==> config.mk <==
export PLATFORM = sky130hd
export DESIGN_NAME = touch_cmd_tx
export DESIGN_NICKNAME = d
export VERILOG_FILES = /design/src/rtl/touch_pkg.sv /design/src/rtl/uart_tx_byte.sv /design/src/rtl/touch_cmd_tx.sv
export SDC_FILE = /design/constraint.sdc
export NUM_CORES = 1
export LEC_CHECK = 0
export CORE_AREA = 2 2 154 111
export DETAILED_ROUTE_END_ITERATION = 8
export DIE_AREA = 0 0 156 113
export DONT_BUFFER_PORTS = 1
export GPL_TIMING_DRIVEN = 0
export SYNTH_ARGS = -nofsm -noshare
export SYNTH_HDL_FRONTEND = slang
export SYNTH_HIERARCHICAL = 1
export SYNTH_SLANG_ARGS = --single-unit
==> constraint.sdc <==
create_clock -name CLOCK_50 -period 4.05 [get_ports CLOCK_50]
set_input_delay 0 -clock CLOCK_50 [delete_from_list [all_inputs] [get_ports CLOCK_50]]
set_output_delay 0 -clock CLOCK_50 [all_outputs]
set_load 0.05 [all_outputs]
==> src/rtl/touch_pkg.sv <==
// ============================================================================
// touch_pkg : shared constants and bit-FSM state type for the touch TX path
// Rev 1.0
// ============================================================================
`default_nettype none

package touch_pkg;

  localparam logic [7:0] SYNC_BYTE     = 8'h55;
  localparam logic [7:0] TOUCH_ENABLE  = 8'h12;
  localparam logic [7:0] TOUCH_DISABLE = 8'h13;

  typedef enum logic [1:0] {
    ST_IDLE  = 2'd0,
    ST_START = 2'd1,
    ST_DATA  = 2'd2,
    ST_STOP  = 2'd3
  } tx_state_e;

endpackage

`default_nettype wire

==> src/rtl/uart_tx_byte.sv <==
// ============================================================================
// uart_tx_byte : 8N1 byte serialiser, LSB first, registered line output
// Rev 1.0
// ============================================================================
`default_nettype none

module uart_tx_byte
  import touch_pkg::*;
#(
  parameter int DIV = 4
) (
  input  logic       clk_i,
  input  logic       rst_i,
  input  logic       byte_valid_i,
  input  logic [7:0] byte_data_i,
  output logic       byte_ready_o,
  output logic       txd_o
);

  localparam int CW = (DIV > 2) ? $clog2(DIV) : 1;
  localparam logic [CW-1:0] TICK_C = CW'(DIV - 1);

  tx_state_e     state_q;
  logic [CW-1:0] cnt_q;
  logic [2:0]    bit_q;
  logic [7:0]    shift_q;
  logic          txd_q;
  logic          w_tick;

  assign w_tick = (cnt_q == TICK_C);
  // Ready on the last stop cycle too, so the next start bit follows with no idle gap.
  assign byte_ready_o = (state_q == ST_IDLE) || ((state_q == ST_STOP) && w_tick);
  assign txd_o = txd_q;

  always_ff @(posedge clk_i) begin
    if (rst_i) begin
      state_q <= ST_IDLE;
      cnt_q   <= '0;
      bit_q   <= '0;
      shift_q <= '0;
      txd_q   <= 1'b1;
    end else begin
      case (state_q)
        ST_IDLE: begin
          cnt_q <= '0;
          if (byte_valid_i) begin
            state_q <= ST_START;
            shift_q <= byte_data_i;
            txd_q   <= 1'b0;
          end
        end
        ST_START: begin
          if (w_tick) begin
            cnt_q   <= '0;
            bit_q   <= '0;
            state_q <= ST_DATA;
            txd_q   <= shift_q[0];
          end else begin
            cnt_q <= cnt_q + 1'b1;
          end
        end
        ST_DATA: begin
          if (w_tick) begin
            cnt_q <= '0;
            if (bit_q == 3'd7) begin
              state_q <= ST_STOP;
              txd_q   <= 1'b1;
            end else begin
              bit_q   <= bit_q + 1'b1;
              shift_q <= shift_q >> 1;
              txd_q   <= shift_q[1];
            end
          end else begin
            cnt_q <= cnt_q + 1'b1;
          end
        end
        default: begin
          if (w_tick) begin
            cnt_q <= '0;
            if (byte_valid_i) begin
              state_q <= ST_START;
              shift_q <= byte_data_i;
              txd_q   <= 1'b0;
            end else begin
              state_q <= ST_IDLE;
            end
          end else begin
            cnt_q <= cnt_q + 1'b1;
          end
        end
      endcase
    end
  end

endmodule

`default_nettype wire

==> src/rtl/touch_cmd_tx.sv <==
// ============================================================================
// touch_cmd_tx : frames a CPU command as SYNC, length, payload onto a UART line
// Rev 1.0
// ============================================================================
`default_nettype none

module touch_cmd_tx
  import touch_pkg::*;
#(
  parameter int CLK_HZ  = 50000000,
  parameter int BAUD    = 9600,
  parameter int MAX_LEN = 8
) (
  input  logic                   CLOCK_50,
  input  logic                   reset,
  input  logic                   cmd_valid,
  output logic                   cmd_ready,
  input  logic [3:0]             cmd_len,
  input  logic [8*MAX_LEN-1:0]   cmd_data,
  output logic                   TXD,
  output logic                   busy,
  output logic                   done,
  output logic                   len_clamped
);

  localparam int         DIV       = CLK_HZ / BAUD;
  localparam logic [3:0] MAX_LEN_C = 4'(MAX_LEN);

  logic                 busy_q;
  logic                 done_q;
  logic                 clamped_q;
  logic [3:0]           len_q;
  logic [4:0]           idx_q;
  logic [8*MAX_LEN-1:0] data_q;

  logic       w_accept;
  logic       w_byte_done;
  logic       w_more;
  logic       w_over;
  logic       w_byte_valid;
  logic       w_byte_ready;
  logic [7:0] w_byte_data;

  assign cmd_ready   = ~busy_q;
  assign busy        = busy_q;
  assign done        = done_q;
  assign len_clamped = clamped_q;

  assign w_accept    = cmd_valid && !busy_q;
  assign w_over      = (cmd_len > MAX_LEN_C);
  // While a frame is running the serialiser is only ready at the end of a stop bit.
  assign w_byte_done = busy_q && w_byte_ready;
  assign w_more      = (idx_q < ({1'b0, len_q} + 5'd1));
  assign w_byte_valid = w_accept || (w_byte_done && w_more);

  always_comb begin
    w_byte_data = data_q[7:0];
    if (w_accept) begin
      w_byte_data = SYNC_BYTE;
    end else if (idx_q == 5'd0) begin
      w_byte_data = {4'd0, len_q};
    end
  end

  // Payload is consumed from the low byte; data_q shifts down as each byte is handed over.
  always_ff @(posedge CLOCK_50) begin
    if (reset) begin
      busy_q    <= 1'b0;
      done_q    <= 1'b0;
      clamped_q <= 1'b0;
      len_q     <= '0;
      idx_q     <= '0;
      data_q    <= '0;
    end else begin
      done_q <= 1'b0;
      if (w_accept) begin
        busy_q <= 1'b1;
        idx_q  <= '0;
        len_q  <= w_over ? MAX_LEN_C : cmd_len;
        data_q <= cmd_data;
        if (w_over) begin
          clamped_q <= 1'b1;
        end
      end else if (w_byte_done) begin
        if (w_more) begin
          idx_q <= idx_q + 5'd1;
          if (idx_q != 5'd0) begin
            data_q <= data_q >> 8;
          end
        end else begin
          busy_q <= 1'b0;
          done_q <= 1'b1;
        end
      end
    end
  end

  uart_tx_byte #(
    .DIV (DIV)
  ) u_uart_tx_byte (
    .clk_i        (CLOCK_50),
    .rst_i        (reset),
    .byte_valid_i (w_byte_valid),
    .byte_data_i  (w_byte_data),
    .byte_ready_o (w_byte_ready),
    .txd_o        (TXD)
  );

endmodule

`default_nettype wire

# [Word-level counts from Yosys, hierarchy flattened]
# Index checks and enable logic that the tools add are counted.
[classes] n_reduce_logical=26 eq_ne=11 n_lt_le_gt_ge=2 mux=33 add_sub_neg=4 bitwise=3
[op_table] operator="$mux W64" n=4
[op_table] operator="$mux W8" n=6
[op_table] operator="$pmux W8 S3" n=1
[op_table] operator="$add A13 B1 Y13 const B" n=1
[op_table] operator="$eq A13 B13 Y1 const B" n=1
[op_table] operator="$mux W1" n=10
[op_table] operator="$mux W2" n=5
[op_table] operator="$reduce_bool A2 Y1" n=5
[op_table] operator="$mux W3" n=3
[op_table] operator="$ne A2 B1 Y1 const B" n=4
[op_table] operator="$reduce_and A4 Y1" n=2
[op_table] operator="$pmux W2 S3" n=1
[op_table] operator="$pmux W3 S2" n=1
[op_table] operator="$reduce_and A2 Y1" n=3
[op_table] operator="$reduce_and A3 Y1" n=2
[op_table] operator="$reduce_or A3 Y1" n=2
[op_table] operator="$add A4 B1 Y5 const B" n=1
[op_table] operator="$add A5 B1 Y5 const B" n=1
[op_table] operator="$logic_not A5 Y1" n=1
[op_table] operator="$lt A5 B5 Y1" n=1
[op_table] operator="$reduce_and A5 Y1" n=1
[op_table] operator="$reduce_bool A5 Y1" n=1
[op_table] operator="$eq A2 B2 Y1 const B" n=2
[op_table] operator="$gt A4 B4 Y1 const B" n=1
[op_table] operator="12 further kinds" n=19
[totals] wordCells=90 input_bits=71 ff_bits=103

# [Depth between registers and ports, before layout]
[logic_depth] word_depth=9 ltp_mapped=12 depth_no_buf=12

# [By module]
# The synthesis kept the hierarchy.
[by_module_without_submodules] module="touch_cmd_tx" cells_per_inst=459 area_per_inst_um2=4127.7 n_inst=1
[by_module_without_submodules] module="uart_tx_byte" cells_per_inst=165 area_per_inst_um2=1445.1 n_inst=1

# [Worst setup path after synthesis]
# No wires, ideal clock.
[synth_timing] path_kind="flip-flop to flip-flop" start="reg len_q[0]" end="reg u_uart_tx_byte.shift_q[0]" n_path_buf=2 path_slack_ps=1028 arrival_ps=2918 setup_ps=103 path_stages_with_launch=12 path_cell_list="dfxtp_1 -> ha_1 -> xnor2_1 -> ha_1 -> a21o_1 -> o211a_1 -> buf_2 -> clkbuf_1 -> o21ai_0 -> o21bai_1 -> a221o_4 -> a2111oi_2"
[synth_via] elab_chain_cells=7 word_cells_on_any_way=9
[synth_lines] element="from (decl)" line_no="touch_cmd_tx.sv:32" source="logic [3:0] len_q;"
[synth_lines] element="from (signal assigned)" line_no="touch_cmd_tx.sv:79" source="len_q <= w_over ? MAX_LEN_C : cmd_len;"
[synth_lines] element="$add A4 B1 Y5 (*)" line_no="touch_cmd_tx.sv:53" source="assign w_more = (idx_q < ({1'b0, len_q} + 5'd1));"
[synth_lines] element="$lt A5 B5 Y1 (*)" line_no="touch_cmd_tx.sv:53"
[synth_lines] element="$logic_and A1 B1 Y1 (*)" line_no="touch_cmd_tx.sv:54" source="assign w_byte_valid = w_accept || (w_byte_done && w_more);"
[synth_lines] element="$logic_or A1 B1 Y1 (*)" line_no="touch_cmd_tx.sv:54"
[synth_lines] element="named net w_byte_valid" line_no="touch_cmd_tx.sv:40" source="logic w_byte_valid;"
[synth_lines] element="$mux W8 (*)" line_no="uart_tx_byte.sv:46, uart_tx_byte.sv:80"
[synth_lines] element="$mux W8" line_no="uart_tx_byte.sv:78" source="if (w_tick) begin"
[synth_lines] element="$pmux W8 S3 (*)" line_no="uart_tx_byte.sv:43" source="case (state_q)"
[synth_lines] element="to (signal assigned)" line_no="uart_tx_byte.sv:48" source="shift_q <= byte_data_i;"
[synth_lines] element="to (signal assigned)" line_no="uart_tx_byte.sv:70" source="shift_q <= shift_q >> 1;"
[synth_lines] element="to (signal assigned)" line_no="uart_tx_byte.sv:82" source="shift_q <= byte_data_i;"
[synth_lines] element="to (decl)" line_no="uart_tx_byte.sv:26" source="logic [7:0] shift_q;"
# Mark *: on every way through the listed nets, which the timed path passes. The rest lies on a longest branch. The select of a mux whose other input is x is not followed.
# A chain may end at the register's enable or synchronous reset.

# [Worst setup path after layout]
# Ends and elaborated chain as after synthesis.

==> summary.txt <==
Global routing
  • GR peak layer: met2
  • Routing usage on met2: roughly 29%
  • First-pass GRT wire length: approximately 27000 um
  • Grt met1 use: around 27%
  • Initial antenna violation count: 1
  • Vias in the first global route: roughly 5100
  • Gr usage total: a little under a fifth
  • Total gr overflow: 0
  • Met3 Usage GRT: 4.33%
  • Largest net degree at the start of global routing: 18

Worst setup path
  • Critical Path RT: 4300 ps
  • Cell mode on critical path: ha_1
  • Worst-path cell with the longest stage delay: o21ai_1
  • Bufs and invs on worst path: 2
  • Worst EP arrival: 3770 ps
  • Setup crit start: len_q[0]
  • Critical-path maximum fanout: 10
  • Crit-path cells: ha_1, xnor2_1, ha_1, a21o_1, o211a_1, buf_2, clkbuf_1, o21ai_1, o21bai_1, a221o_4, a2111oi_2
  • Worst setup path class: reg -> reg
  • Crit. End Element: register
  • CP top delay family: compound AO/OA/AOI/OAI gates
  • CP Launch Type: register
  • Critical R2R Launch: len_q[0]
  • Critical Path Max Stage Delay: between 500 and 600 ps

Clock network
  • Clock Pin Slew Worst Setup and Hold Paths: 80 ps
  • CTS tree: yes
  • CTS sink count: slightly above 100
  • Clk buf depth: 2
  • # H-tree levels: 3
  • Clock root cell: clkbuf_16
  • Cts bufs inserted: 9
  • Setup bufs post-CTS: 0
  • Worst-Skew Late Latency: 360 ps

Finish
  • Design area: 0.00686 mm^2
  • Most common cell after layout, fill and taps aside: dfxtp_1
  • Layout cell share with drive strength beyond 1: 15.1%
  • Area growth, synth to finish: 23.0%
  • Final nets: 791
  • Most frequent cells in the layout: dfxtp_1, nor2_1, dlygate4sd3_1

Yosys
  • Main flop type after synthesis: dfxtp_1
  • Synth Net Count: 710
  • Distinct cells, synth: just under 60
  • Synthesis warning total: 6
  • Syn Area/Cell: 8.93 um^2
  • Synth area leaders: dfxtp_1, a311oi_2, nand3_1
  • Area share of the largest cell type after synthesis: between 30% and 40%
  • Post-synth ARST share: 0%
  • Post-synth EDFFs: 0
  • Part of the Yosys area used for sequential elements: 37.0%
  • Mapped Area: 0.00557 mm^2
  • Post-synth top area cell: dfxtp_1
  • Post-synthesis instance total: roughly 620
  • Flops & latches, synth: 103

Routing
  • DRC Markers: 0
  • DR iter-0 viols: ~310
  • Vias: 5156
  • Routed WL: 16400 um
  • Routed WL per cell: 17.9 um
  • ANT nets after route: 0
  • Vias per cell: 5.63
  • DR pass1 iterations: 5

Timing
  • Final Critical Period: 3510 ps
  • Final setup viols: 0
  • Final hold violations: 0
  • Final setup TNS: 0 ps
  • Fmax: roughly 0.28 GHz
  • Skew final: a little under 9 ps
  • Worst-margin pin slew: 767 ps
  • RSZ-0062 raised after global routing: no
  • Fin crit share: 86.8%
  • Slew Limit Fails: 0
  • Rel. slew slack: about half

Die
  • Rows: 39
  • I/O pin count: between 70 and 80
  • Die H: 113 um
  • Die Wd: 156 um
  • Starting Density: 34.7%
  • Die ar.: 0.0176 mm^2
  • Core area: 0.0161 mm^2

Flow run
  • Max_cap viols: 0

Power and ir drop
  • Leak pwr: 2.30 nW
  • Logic pwr share: 26.6%
  • Sequential fraction of design power: 41.2%
  • Clock share of power: 32.2%
  • Total power: 2.97 mW
  • Switching power: 0.984 mW
  • PD cells: 433 mW/mm^2
  • Fraction of power spent switching nets: 33.1%
  • VDD IR max: around 0.0002 V
  • Internal power: 1.99 mW

Placement
  • Placement Cell Area: slightly below 0.006 mm^2
  • Post-DP HPWL: 11900 um
  • Routability Congestion: 0.858
  • PortBufs: 0

Status
  • Status: finished clean

Hold path
  • Hold WC Path Type: in -> reg
  • HP Start: cmd_valid
cell families after synthesis:
logic type	Yosys count	share of synthesized area, %
and+or+nand+nor	231	20.9
buffers and inverters	75	7.34
muxes	5	0.898
xor gates and xnor gates	13	2.04
DFF	103	37.0
AOI/OAI and AO/OA	182	28.4
adders and majority gates	15	3.37
flip-flops by register name, indices dropped and copies added, names as in the netlist:
register and flops:
data_q 64, u_uart_tx_byte/cnt_q 13, u_uart_tx_byte/shift_q 8, idx_q 5, len_q 4, u_uart_tx_byte/bit_q 3
u_uart_tx_byte/state_q 2, busy 1, done 1, len_clamped 1, u_uart_tx_byte/txd_o 1
tightest hold or removal path, delay by kind of cell:
family	cells	cell delay [ps]
simple gates	2	330
compound gates	1	70
power by group through the flow:
stage / Sequential [mW] / Combinational (mW) / Clock [mW]
2_1_floorplan: 1.22 / 0.563 / 0
3_3_place_gp: 1.24 / 0.690 / 0
3_5_place_dp: 1.24 / 0.716 / 0
4_1_cts: 1.22 / 0.778 / 0.963
5_1_grt: 1.24 / 0.869 / 1.00
6_report: 1.22 / 0.790 / 0.957
per-stage QoR:
| step | std cells | util (%) | hold slack [ps] | setup slack, ps |
|---|---|---|---|---|
| 2_1_floorplan | 624 | - | 136 | 1030 |
| 5_1_grt | 916 | 42.7 | 101 | 280 |
| 6_report | 916 | 42.7 | 96.1 | 535 |
| 4_1_cts | 915 | 42.7 | 75.0 | 130 |
| 3_3_place_gp | 829 | 36.3 | 149 | 282 |
| 3_5_place_dp | 829 | 36.3 | 145 | 182 |
cells in the mapped netlist (3+ instances only):
| library cell | number |
|---|---|
| a221oi_1 | 7 |
| and3_2 | 4 |
| o21ai_1 | 53 |
| and3_1 | 3 |
| buf_8 | 5 |
| a311oi_1 | 4 |
| a311oi_2 | 52 |
| nor2b_1 | 4 |
| nand3b_1 | 3 |
| clkbuf_1 | 29 |
| nand2b_1 | 4 |
| inv_1 | 19 |
| o211ai_1 | 8 |
| or4_1 | 3 |
| nand3_1 | 67 |
| buf_6 | 8 |
| mux2i_1 | 5 |
| nor2_1 | 77 |
| ha_1 | 15 |
| or3_1 | 8 |
| dfxtp_1 | 103 |
| o31ai_1 | 5 |
| buf_2 | 8 |
| xnor2_1 | 7 |
| xor2_1 | 6 |
| o21ai_0 | 15 |
| nand4_1 | 4 |
| a21oi_1 | 23 |
| nand2_1 | 35 |
| buf_1 | 5 |
area by class of cell:
class | instances | area [um^2]
buffer | 56 | 339
clock buffer | 10 | 229
sequential | 103 | 2060
tap | 205 | 256
antenna | 1 | 2.50
clock inverter | 6 | 93.8
fill | 1533 | 9200
timing repair buffer | 70 | 701
inverter | 19 | 71.3
multi-input combinational | 446 | 3100
timing repair:
item,4_1_cts,5_1_grt
gates resized for setup,0,3
setup endpoints to repair,0,8
hold endpoints to repair,70,0
hold buffers,70,0
final timing paths:
path                          endpoint  depth (start not counted)  slack [ps]
max          u_uart_tx_byte/shift_q[0]                         11         540
min                         data_q[63]                          3         100
max reg2reg  u_uart_tx_byte/shift_q[0]                         11         540
min reg2reg    u_uart_tx_byte/bit_q[2]                          2         470
per-layer routing:
layer  vias up  wire length [um]
met5         -                 0
met4         0               240
met3        24               909
met2       177              7040
met1      2490              8170
li1       2465                 -
Note: power is estimated with default switching activity, not from simulation.
